## config.mk

```make
export PLATFORM = sky130hd
export DESIGN_NAME = muldiv_unit
export DESIGN_NICKNAME = d
export VERILOG_FILES = /design/src/rtl/muldiv_unit.sv
export SDC_FILE = /design/constraint.sdc
export NUM_CORES = 1
export LEC_CHECK = 0
export ABC_AREA = 1
export CORE_MARGIN = 5
export CORE_UTILIZATION = 40
export CTS_BUF_LIST = sky130_fd_sc_hd__clkbuf_4
export CTS_CLUSTER_DIAMETER = 150
export DETAILED_ROUTE_END_ITERATION = 7
export DONT_BUFFER_PORTS = 1
export PLACE_DENSITY_LB_ADDON = 0.25
export SLEW_MARGIN = 40
export SYNTH_ARGS = -nofsm -noshare
export SYNTH_HDL_FRONTEND = slang
export SYNTH_SLANG_ARGS = --single-unit
```

## constraint.sdc

```tcl
create_clock -name clk_i -period 6.14 [get_ports clk_i]
set_input_delay 1.842 -clock clk_i [delete_from_list [all_inputs] [get_ports clk_i]]
set_output_delay 1.842 -clock clk_i [all_outputs]
set_load 0.01 [all_outputs]
```

## src/rtl/muldiv_unit.sv

```systemverilog
// Iterative RV32M multiply/divide unit: radix-2 shift-add multiplier and
// restoring divider sharing one 2W accumulator, with a fast path for div special cases.
module muldiv_unit #(
  parameter int DATA_WIDTH = 32
) (
  input  logic                  clk_i,
  input  logic                  rst_n_i,
  input  logic                  start_i,
  input  logic                  flush_i,
  input  logic [2:0]            MulDivOp_i,
  input  logic [DATA_WIDTH-1:0] SrcA_i,
  input  logic [DATA_WIDTH-1:0] SrcB_i,
  output logic                  busy_o,
  output logic                  done_o,
  output logic [DATA_WIDTH-1:0] result_o
);
  localparam int W = DATA_WIDTH;
  localparam logic [2:0] OP_MUL    = 3'b000;
  localparam logic [2:0] OP_MULH   = 3'b001;
  localparam logic [2:0] OP_MULHSU = 3'b010;
  localparam logic [2:0] OP_DIV    = 3'b100;
  localparam logic [2:0] OP_REM    = 3'b110;
  localparam logic [W-1:0] ZERO_W   = {W{1'b0}};
  localparam logic [W-1:0] ONES_W   = {W{1'b1}};
  localparam logic [W-1:0] ONE_W    = {{(W-1){1'b0}}, 1'b1};
  localparam logic [W-1:0] MIN_W    = {1'b1, {(W-1){1'b0}}};
  localparam logic [W-1:0] CNT_INIT = W'(W - 1);

  typedef enum logic [1:0] {IDLE = 2'd0, MUL = 2'd1, DIV = 2'd2, DONE = 2'd3} state_e;

  function automatic logic [W-1:0] neg_w(input logic [W-1:0] v);
    return ~v + ONE_W;
  endfunction

  function automatic logic [2*W-1:0] neg_2w(input logic [2*W-1:0] v);
    return ~v + {{(2*W-1){1'b0}}, 1'b1};
  endfunction

  state_e           state_q, state_d;
  logic [W-1:0]     cnt_q, cnt_d, mcand_q, mcand_d, result_q, result_d;
  logic [2*W-1:0]   acc_q, acc_d;
  logic [2:0]       op_q, op_d;
  logic             neg_q, neg_d, neg_rem_q, neg_rem_d, done_q, done_d;

  logic             a_signed_s, b_signed_s, sign_a_s, sign_b_s, div_zero_s, ovf_s;
  logic [W-1:0]     mag_a_s, mag_b_s, special_res_s;
  logic [W:0]       mul_sum_s, rem_shift_s, div_diff_s;
  logic [2*W-1:0]   mul_acc_s, mul_prod_s;
  logic             div_ge_s;
  logic [W-1:0]     div_rem_s, div_quo_s, div_res_s;

  assign a_signed_s = (MulDivOp_i == OP_MULH) || (MulDivOp_i == OP_MULHSU) ||
                      (MulDivOp_i == OP_DIV)  || (MulDivOp_i == OP_REM);
  assign b_signed_s = (MulDivOp_i == OP_MULH) || (MulDivOp_i == OP_DIV) || (MulDivOp_i == OP_REM);
  assign sign_a_s   = a_signed_s & SrcA_i[W-1];
  assign sign_b_s   = b_signed_s & SrcB_i[W-1];
  assign mag_a_s    = sign_a_s ? neg_w(SrcA_i) : SrcA_i;
  assign mag_b_s    = sign_b_s ? neg_w(SrcB_i) : SrcB_i;
  assign div_zero_s = MulDivOp_i[2] && (SrcB_i == ZERO_W);
  assign ovf_s      = ((MulDivOp_i == OP_DIV) || (MulDivOp_i == OP_REM)) &&
                      (SrcA_i == MIN_W) && (SrcB_i == ONES_W);
  // funct3 bit1 separates REM/REMU from DIV/DIVU
  assign special_res_s = div_zero_s ? (MulDivOp_i[1] ? SrcA_i : ONES_W)
                                    : (MulDivOp_i[1] ? ZERO_W : SrcA_i);

  // Multiply step: conditional add into the upper half, then shift right with carry
  assign mul_sum_s  = {1'b0, acc_q[2*W-1:W]} + (acc_q[0] ? {1'b0, mcand_q} : {1'b0, ZERO_W});
  assign mul_acc_s  = {mul_sum_s, acc_q[W-1:1]};
  assign mul_prod_s = neg_q ? neg_2w(mul_acc_s) : mul_acc_s;

  // Divide step: remainder needs W+1 bits after the shift; borrow bit decides restore
  assign rem_shift_s = {acc_q[2*W-1:W], acc_q[W-1]};
  assign div_diff_s  = rem_shift_s - {1'b0, mcand_q};
  assign div_ge_s    = ~div_diff_s[W];
  assign div_rem_s   = div_ge_s ? div_diff_s[W-1:0] : rem_shift_s[W-1:0];
  assign div_quo_s   = {acc_q[W-2:0], div_ge_s};
  assign div_res_s   = op_q[1] ? (neg_rem_q ? neg_w(div_rem_s) : div_rem_s)
                               : (neg_q ? neg_w(div_quo_s) : div_quo_s);

  assign busy_o   = ((state_q == IDLE) && start_i && !flush_i) || (state_q == MUL) || (state_q == DIV);
  assign done_o   = done_q;
  assign result_o = result_q;

  // Next-state and datapath update; flush overrides acceptance and completion
  always_comb begin
    state_d   = state_q;
    cnt_d     = cnt_q;
    acc_d     = acc_q;
    mcand_d   = mcand_q;
    op_d      = op_q;
    neg_d     = neg_q;
    neg_rem_d = neg_rem_q;
    result_d  = result_q;
    done_d    = 1'b0;
    if (flush_i) begin
      state_d = IDLE;
    end else begin
      case (state_q)
        IDLE: begin
          if (start_i) begin
            op_d      = MulDivOp_i;
            neg_d     = sign_a_s ^ sign_b_s;
            neg_rem_d = sign_a_s;
            cnt_d     = CNT_INIT;
            if (div_zero_s || ovf_s) begin
              result_d = special_res_s;
              done_d   = 1'b1;
              state_d  = DONE;
            end else if (MulDivOp_i[2]) begin
              acc_d   = {ZERO_W, mag_a_s};
              mcand_d = mag_b_s;
              state_d = DIV;
            end else begin
              acc_d   = {ZERO_W, mag_b_s};
              mcand_d = mag_a_s;
              state_d = MUL;
            end
          end else begin
            state_d = IDLE;
          end
        end
        MUL: begin
          acc_d = mul_acc_s;
          if (cnt_q == ZERO_W) begin
            result_d = (op_q == OP_MUL) ? mul_prod_s[W-1:0] : mul_prod_s[2*W-1:W];
            done_d   = 1'b1;
            state_d  = DONE;
          end else begin
            cnt_d = cnt_q - ONE_W;
          end
        end
        DIV: begin
          acc_d = {div_rem_s, div_quo_s};
          if (cnt_q == ZERO_W) begin
            result_d = div_res_s;
            done_d   = 1'b1;
            state_d  = DONE;
          end else begin
            cnt_d = cnt_q - ONE_W;
          end
        end
        DONE:    state_d = IDLE;
        default: state_d = IDLE;
      endcase
    end
  end

  // State and output registers with synchronous active-low reset
  always_ff @(posedge clk_i) begin
    if (!rst_n_i) begin
      state_q   <= IDLE;
      cnt_q     <= ZERO_W;
      acc_q     <= {ZERO_W, ZERO_W};
      mcand_q   <= ZERO_W;
      op_q      <= 3'b000;
      neg_q     <= 1'b0;
      neg_rem_q <= 1'b0;
      result_q  <= ZERO_W;
      done_q    <= 1'b0;
    end else begin
      state_q   <= state_d;
      cnt_q     <= cnt_d;
      acc_q     <= acc_d;
      mcand_q   <= mcand_d;
      op_q      <= op_d;
      neg_q     <= neg_d;
      neg_rem_q <= neg_rem_d;
      result_q  <= result_d;
      done_q    <= done_d;
    end
  end
endmodule

```

After elaboration in Yosys (flattened, before gate mapping) --
Index checks and enable logic that the tools add are counted.
Word-level totals: bits in registers 168, bits of input ports 71, output and inout bits 34, logic and storage cells 107
Cells by class: add/subtract/negate cells 8, equal/unequal tests 16, muxes and demuxes 34, bitwise gates (word level) 12, reduce and logical (&&, ||, !) cells 28
Operators with widths (count):
- $mux W32 | 19
- $mux W64 | 3
- $pmux W64 S3 | 1
- $add A32 B1 Y32 const B | 4
- $not A32 Y32 | 4
- $pmux W32 S3 | 1
- $add A64 B1 Y64 const B | 1
- $eq A32 B32 Y1 const B | 2
- $logic_not A32 Y1 | 2
- $not A64 Y64 | 1
- $pmux W32 S2 | 1
- $add A32 B32 Y33 | 1
- $sub A33 B32 Y33 | 1
- $sub A32 B1 Y32 const B | 1
- $reduce_and A4 Y1 | 3
- $logic_or A1 B1 Y1 | 9
- $mux W2 | 4
- $ne A2 B1 Y1 const B | 4
- $eq A3 B3 Y1 const B | 2
- $ne A2 B2 Y1 const B | 3
- $pmux W2 S3 | 1
- $reduce_and A6 Y1 | 1
- $logic_and A1 B1 Y1 | 5
- $eq A2 B2 Y1 const B | 2
- other kinds (15) | 22

Longest topological paths before layout --
word-level depth 10, depth in mapped cells 30, depth with buffers taken out 28

Worst setup path before layout --
OpenSTA, ideal clock, no wires.
kind input-to-output, start point input start_i, end point output busy_o, arrival time 2.402 ns, data required time 4.298 ns, slack 1.896 ns, cell stages on the path 4, path buffers 0, path through nand2_1 nor2_1 inv_1 nand3_1
On the way: longest elaborated chain between the ends 4
Ends and longest elaborated chain:
- start, declared | RTL line 8 | input logic start_i,
- $logic_and A1 B1 Y1 (2 in series) | RTL line 80 | assign busy_o = ((state_q == IDLE) && start_i && !flush_i) || (state_q == MUL) || (state_q == DIV);
- $logic_or A1 B1 Y1 (2 in series) | RTL line 80
- end, declared | RTL line 13 | output logic busy_o,
Every way passes these cells.

Final worst setup path --
start point register mcand_q[20], end point register result_q[10], in the netlist result_o[10]
On the way: longest elaborated chain between the ends 8, elaborated cells on any way between the ends 12, classes of those cells 3 x add/sub; 6 x mux; 3 x bitwise
Ends and longest elaborated chain:
- start, declared | RTL line 40 | logic [W-1:0] cnt_q, cnt_d, mcand_q, mcand_d, result_q, result_d;
- start signal, assigned | RTL line 164 | mcand_q <= mcand_d;
- $sub A33 B32 Y33 * | RTL line 73 | assign div_diff_s = rem_shift_s - {1'b0, mcand_q};
- $mux W32 / $not A1 Y1 (equally long branches) | RTL line 75, 74
- $not A32 Y32 | RTL line 32 | return ~v + ONE_W;
- $add A32 B1 Y32 | RTL line 32
- $mux W32 (on tied branches) | RTL line 77, 78
- $mux W32 * | RTL line 77 | assign div_res_s = op_q[1] ? (neg_rem_q ? neg_w(div_rem_s) : div_rem_s)
- $mux W32 * | RTL line 134 | if (cnt_q == ZERO_W) begin
- $pmux W32 S3 * | RTL line 98 | case (state_q)
- end signal, assigned | RTL line 168 | result_q <= result_d;
- end, declared | RTL line 40
Mark *: on every way between the ends. The rest lies on a longest branch, timed or not. The select of a mux whose other input is x is not followed. A chain may end at the register's enable or synchronous reset.

==> flow_summary_export.csv <==
group,metric,value,unit
setup_path,critPathLaunchType,"flip-flop",
routing,via_count,25066,
clocking,numCtsBuffers,17,
clocking,h-tree-depth,4,
timing,worstMarginPinSlew,0.8544,ns
power,p_sw_share,50.70,%
cells_and_area,layout_commonest_cell,"nand2_1",
routing,route.detailed.drc,0,
timing,maxSlewViolCount,0,
setup_path,path_class,"flip-flop to flip-flop",
setup_path,cp_common_cell,"nand2_1",
clocking,clock-sinks,168,
timing,hold_violations,0,
timing,final.setup.tns,0,ns
logic_synthesis,synth_cell_types,57,
die,die_x,237.4,um
setup_path,cp-end-kind,"flip-flop",
power,power.net_switching,2041,uW
global_routing,grt_max_degree,83,
flow_run,maxCapViolCount,0,
timing,relSlewSlack,42.43,%
worst_hold_path,hp-class,"flip-flop to flip-flop",
die,die_h,237.4,um
setup_path,crit_slowest_cell,"nand2_2",
clocking,path_clk_slew,0.17,ns
clocking,cts_tree,"built",
timing,setup_violations,0,
setup_path,path_cells,"inv_1 > ha_1 > nand2_1 > nor2_1 > nand2_1 > nor2_2 > nand2_4 > nand2_4 > nand2_4 > nand2_2 > nand2_1 > nand2_2 > nand2_1 > nor2_1 > nor2_1 > nor2_2 > nand2_1 > nand3_1 > nand3_1 > nand3_1 > nand2_1 > a21oi_2",
die,die_area,56350,um2
cells_and_area,mostFrequentLayoutCells,"nand2_1 (1127), inv_1 (506), nor2_1 (399)",
setup_path,critPathArrivalTime,5.29,ns
cells_and_area,drive_gt1_share,4.615,%
die,rows,83,
clocking,cts_setup_buffers,0,
clocking,cts.hold.buffers_added,0,
power,pwr-share-seq,31.9,%
cells_and_area,fin_nets,3863,
clocking,clock_latency,0.71,ns
timing,fmax,214.3,MHz
die,start_util,40.32,%
routing,drt_iter0_markers,3195,
power,power.internal,1985,uW
setup_path,rr_worst_depth,22,
timing,fin_crit,4.665,ns
power,ir_drop,0.1320,mV
logic_synthesis,syn_area_per_cell,5.409,um2
timing,skew,0.05664,ns
power,p_clk_share,18.6,%
die,core-area,51300,um2
worst_hold_path,min_path_cells,2,
setup_path,crit_required,6.77,ns
placed_design,place_inst,4376,
placed_design,dp_hpwl,72.03,mm
global_routing,first_global_vias,22914,
global_routing,grt_pass1_wl,136.7,mm
global_routing,grt-ovfl-total,0,
clocking,clock_path_buffers,2,
global_routing,grt_antenna_before_repair,4,
power,p_per_area,188.2,nW/um2
timing,post-route-period-util,75.98,%
placed_design,place.gp.congestion,1.027,
setup_path,critPathMaxFanout,29,
logic_synthesis,seq_area_frac_synth,16.26,%
global_routing,grt_use_total,30.87,%
logic_synthesis,synth_fp_nets,3972,
clocking,cts_resized,0,
routing,wl_per_cell,20.64,um
routing,vias_per_cell,5.684,
timing,rsz0062_at_grt,"false",
routing,ant_nets,0,
die,io_pins,105,
power,leakagePower,0.01032,uW
logic_synthesis,yosys_warnings,0,
cells_and_area,area_delta_synth_final,3.436,%
status,status,"finished clean",
power,combPwrFrac,49.5,%
setup_path,cp_slowest_stage_delay,0.57,ns
cells_and_area,fin_cells,4410,
routing,dr.pass1.iters,6,
placed_design,port_buffers,0,
logic_synthesis,ys_ff_latch,168,
logic_synthesis,syn-instance-count,3824,
routing,wl,91.02,mm
logic_synthesis,synth_area,20680,um2
clocking,root_buffer,"clkbuf_4",
[cell usage after synthesis, drive strengths merged]
cell type  number  share of area, %
a31oi          25              0.76
nand4          58               1.8
and2            4              0.12
nor3b           2             0.073
o311ai          1             0.042
a2111oi         3              0.13
nor3           57               1.4
clkbuf        116               2.1
nand3b         26              0.96
a22oi           1             0.036
a211oi          6              0.22
a221oi          3              0.13
or3             2             0.060
fa              2              0.19
or2            10              0.30
and3            3             0.091
xor2           63               2.7
clkinv          2             0.036
inv           519               9.4
o2111ai        12              0.51
o22ai          64               1.9
ha             75               4.5
nand2        1166                22
nand2b          1             0.030
a21o            2             0.073
o31ai           2             0.073
o21a            1             0.036
nand3         291               7.3
dfxtp         168                16
o21ai         256               6.3
buf            40               1.2
xnor2          25               1.1
o221ai          4              0.17
o21bai          5              0.18
nor2          423               8.1
nor4           18              0.54
o211ai         25              0.91
a21oi         343               8.5
[worst paths after layout]
kind,slack (ns),endpoint,start
max,1.47,result_o[10],mcand_q[20]
min,0.49,cnt_q[31],cnt_q[31]
max reg2reg,1.47,result_o[10],mcand_q[20]
min reg2reg,0.49,cnt_q[31],cnt_q[31]
[stage by stage]
| step | utilization, % | total power, uW | hold slack (ns) | worst slack [ns] | cell area (um2) |
|---|---|---|---|---|---|
| finish | 41.70 | 4026 | 0.4858 | 1.475 | 21390 |
| global route | 41.70 | 4259 | 0.5046 | 1.255 | 21390 |
| CTS | 41.68 | 3969 | 0.4867 | 1.617 | 21380 |
| detailed placement | 41.12 | 3229 | 0.4655 | 1.444 | 21090 |
| global placement | 41.10 | 3231 | 0.4593 | 1.172 | 21090 |
| floorplan | - | 2634 | 0.4385 | 1.896 | 20680 |
[state kept, by name, indices dropped and copies added, names as in the netlist]
| register | cells |
|---|---|
| neg_q | 1 |
| mcand_q | 32 |
| neg_rem_q | 1 |
| done_o | 1 |
| result_o | 32 |
| cnt_q | 32 |
| state_q | 2 |
| op_q | 3 |
| acc_q | 64 |
[critical path: cells and delay by family (launching register included)]
family	cells	cell delay (ns)
AND/OR/NAND/NOR	19	3.24
adder cells (fa/ha/maj)	1	0.51
AO/OA/AOI/OAI	1	0.12
flip-flops	1	0.51
buffers and inverters	1	0.23
[power groups by stage]
stage	registers, uW	logic [uW]	clock network (uW)
detailed placement	1300	1930	0
global route	1290	2180	790
finish	1280	1990	748
global placement	1300	1930	0
floorplan	1250	1380	0
CTS	1280	1940	754
[metal layers]
metal	part of all wire (%)	wire [um]	GRT usage (%)
met5	0.014	13	0
met4	4.7	4254	12.56
met3	11	9569	6.753
met2	43	39510	48.95
met1	41	37670	40.85
[logic make-up after synthesis]
| family | after synthesis | share of synthesized area (%) |
|---|---|---|
| simple gates | 2061 | 42.53 |
| flops | 168 | 16.26 |
| compound gates | 753 | 19.99 |
| fa+ha+maj | 77 | 4.731 |
| xor+xnor | 88 | 3.727 |
| buf+inv | 677 | 12.76 |
[final cells by class]
| type | count | area, um2 |
|---|---|---|
| Fill cell | 6009 | 29910 |
| Timing Repair Buffer | 28 | 217.7 |
| Sequential cell | 168 | 3364 |
| Inverter | 521 | 1961 |
| Clock buffer | 17 | 127.6 |
| Clock inverter | 14 | 161.4 |
| Tap cell | 680 | 850.8 |
| Antenna cell | 3 | 7.507 |
| Multi-Input combinational cell | 2979 | 14700 |
Power figures use the tool's default switching activity.
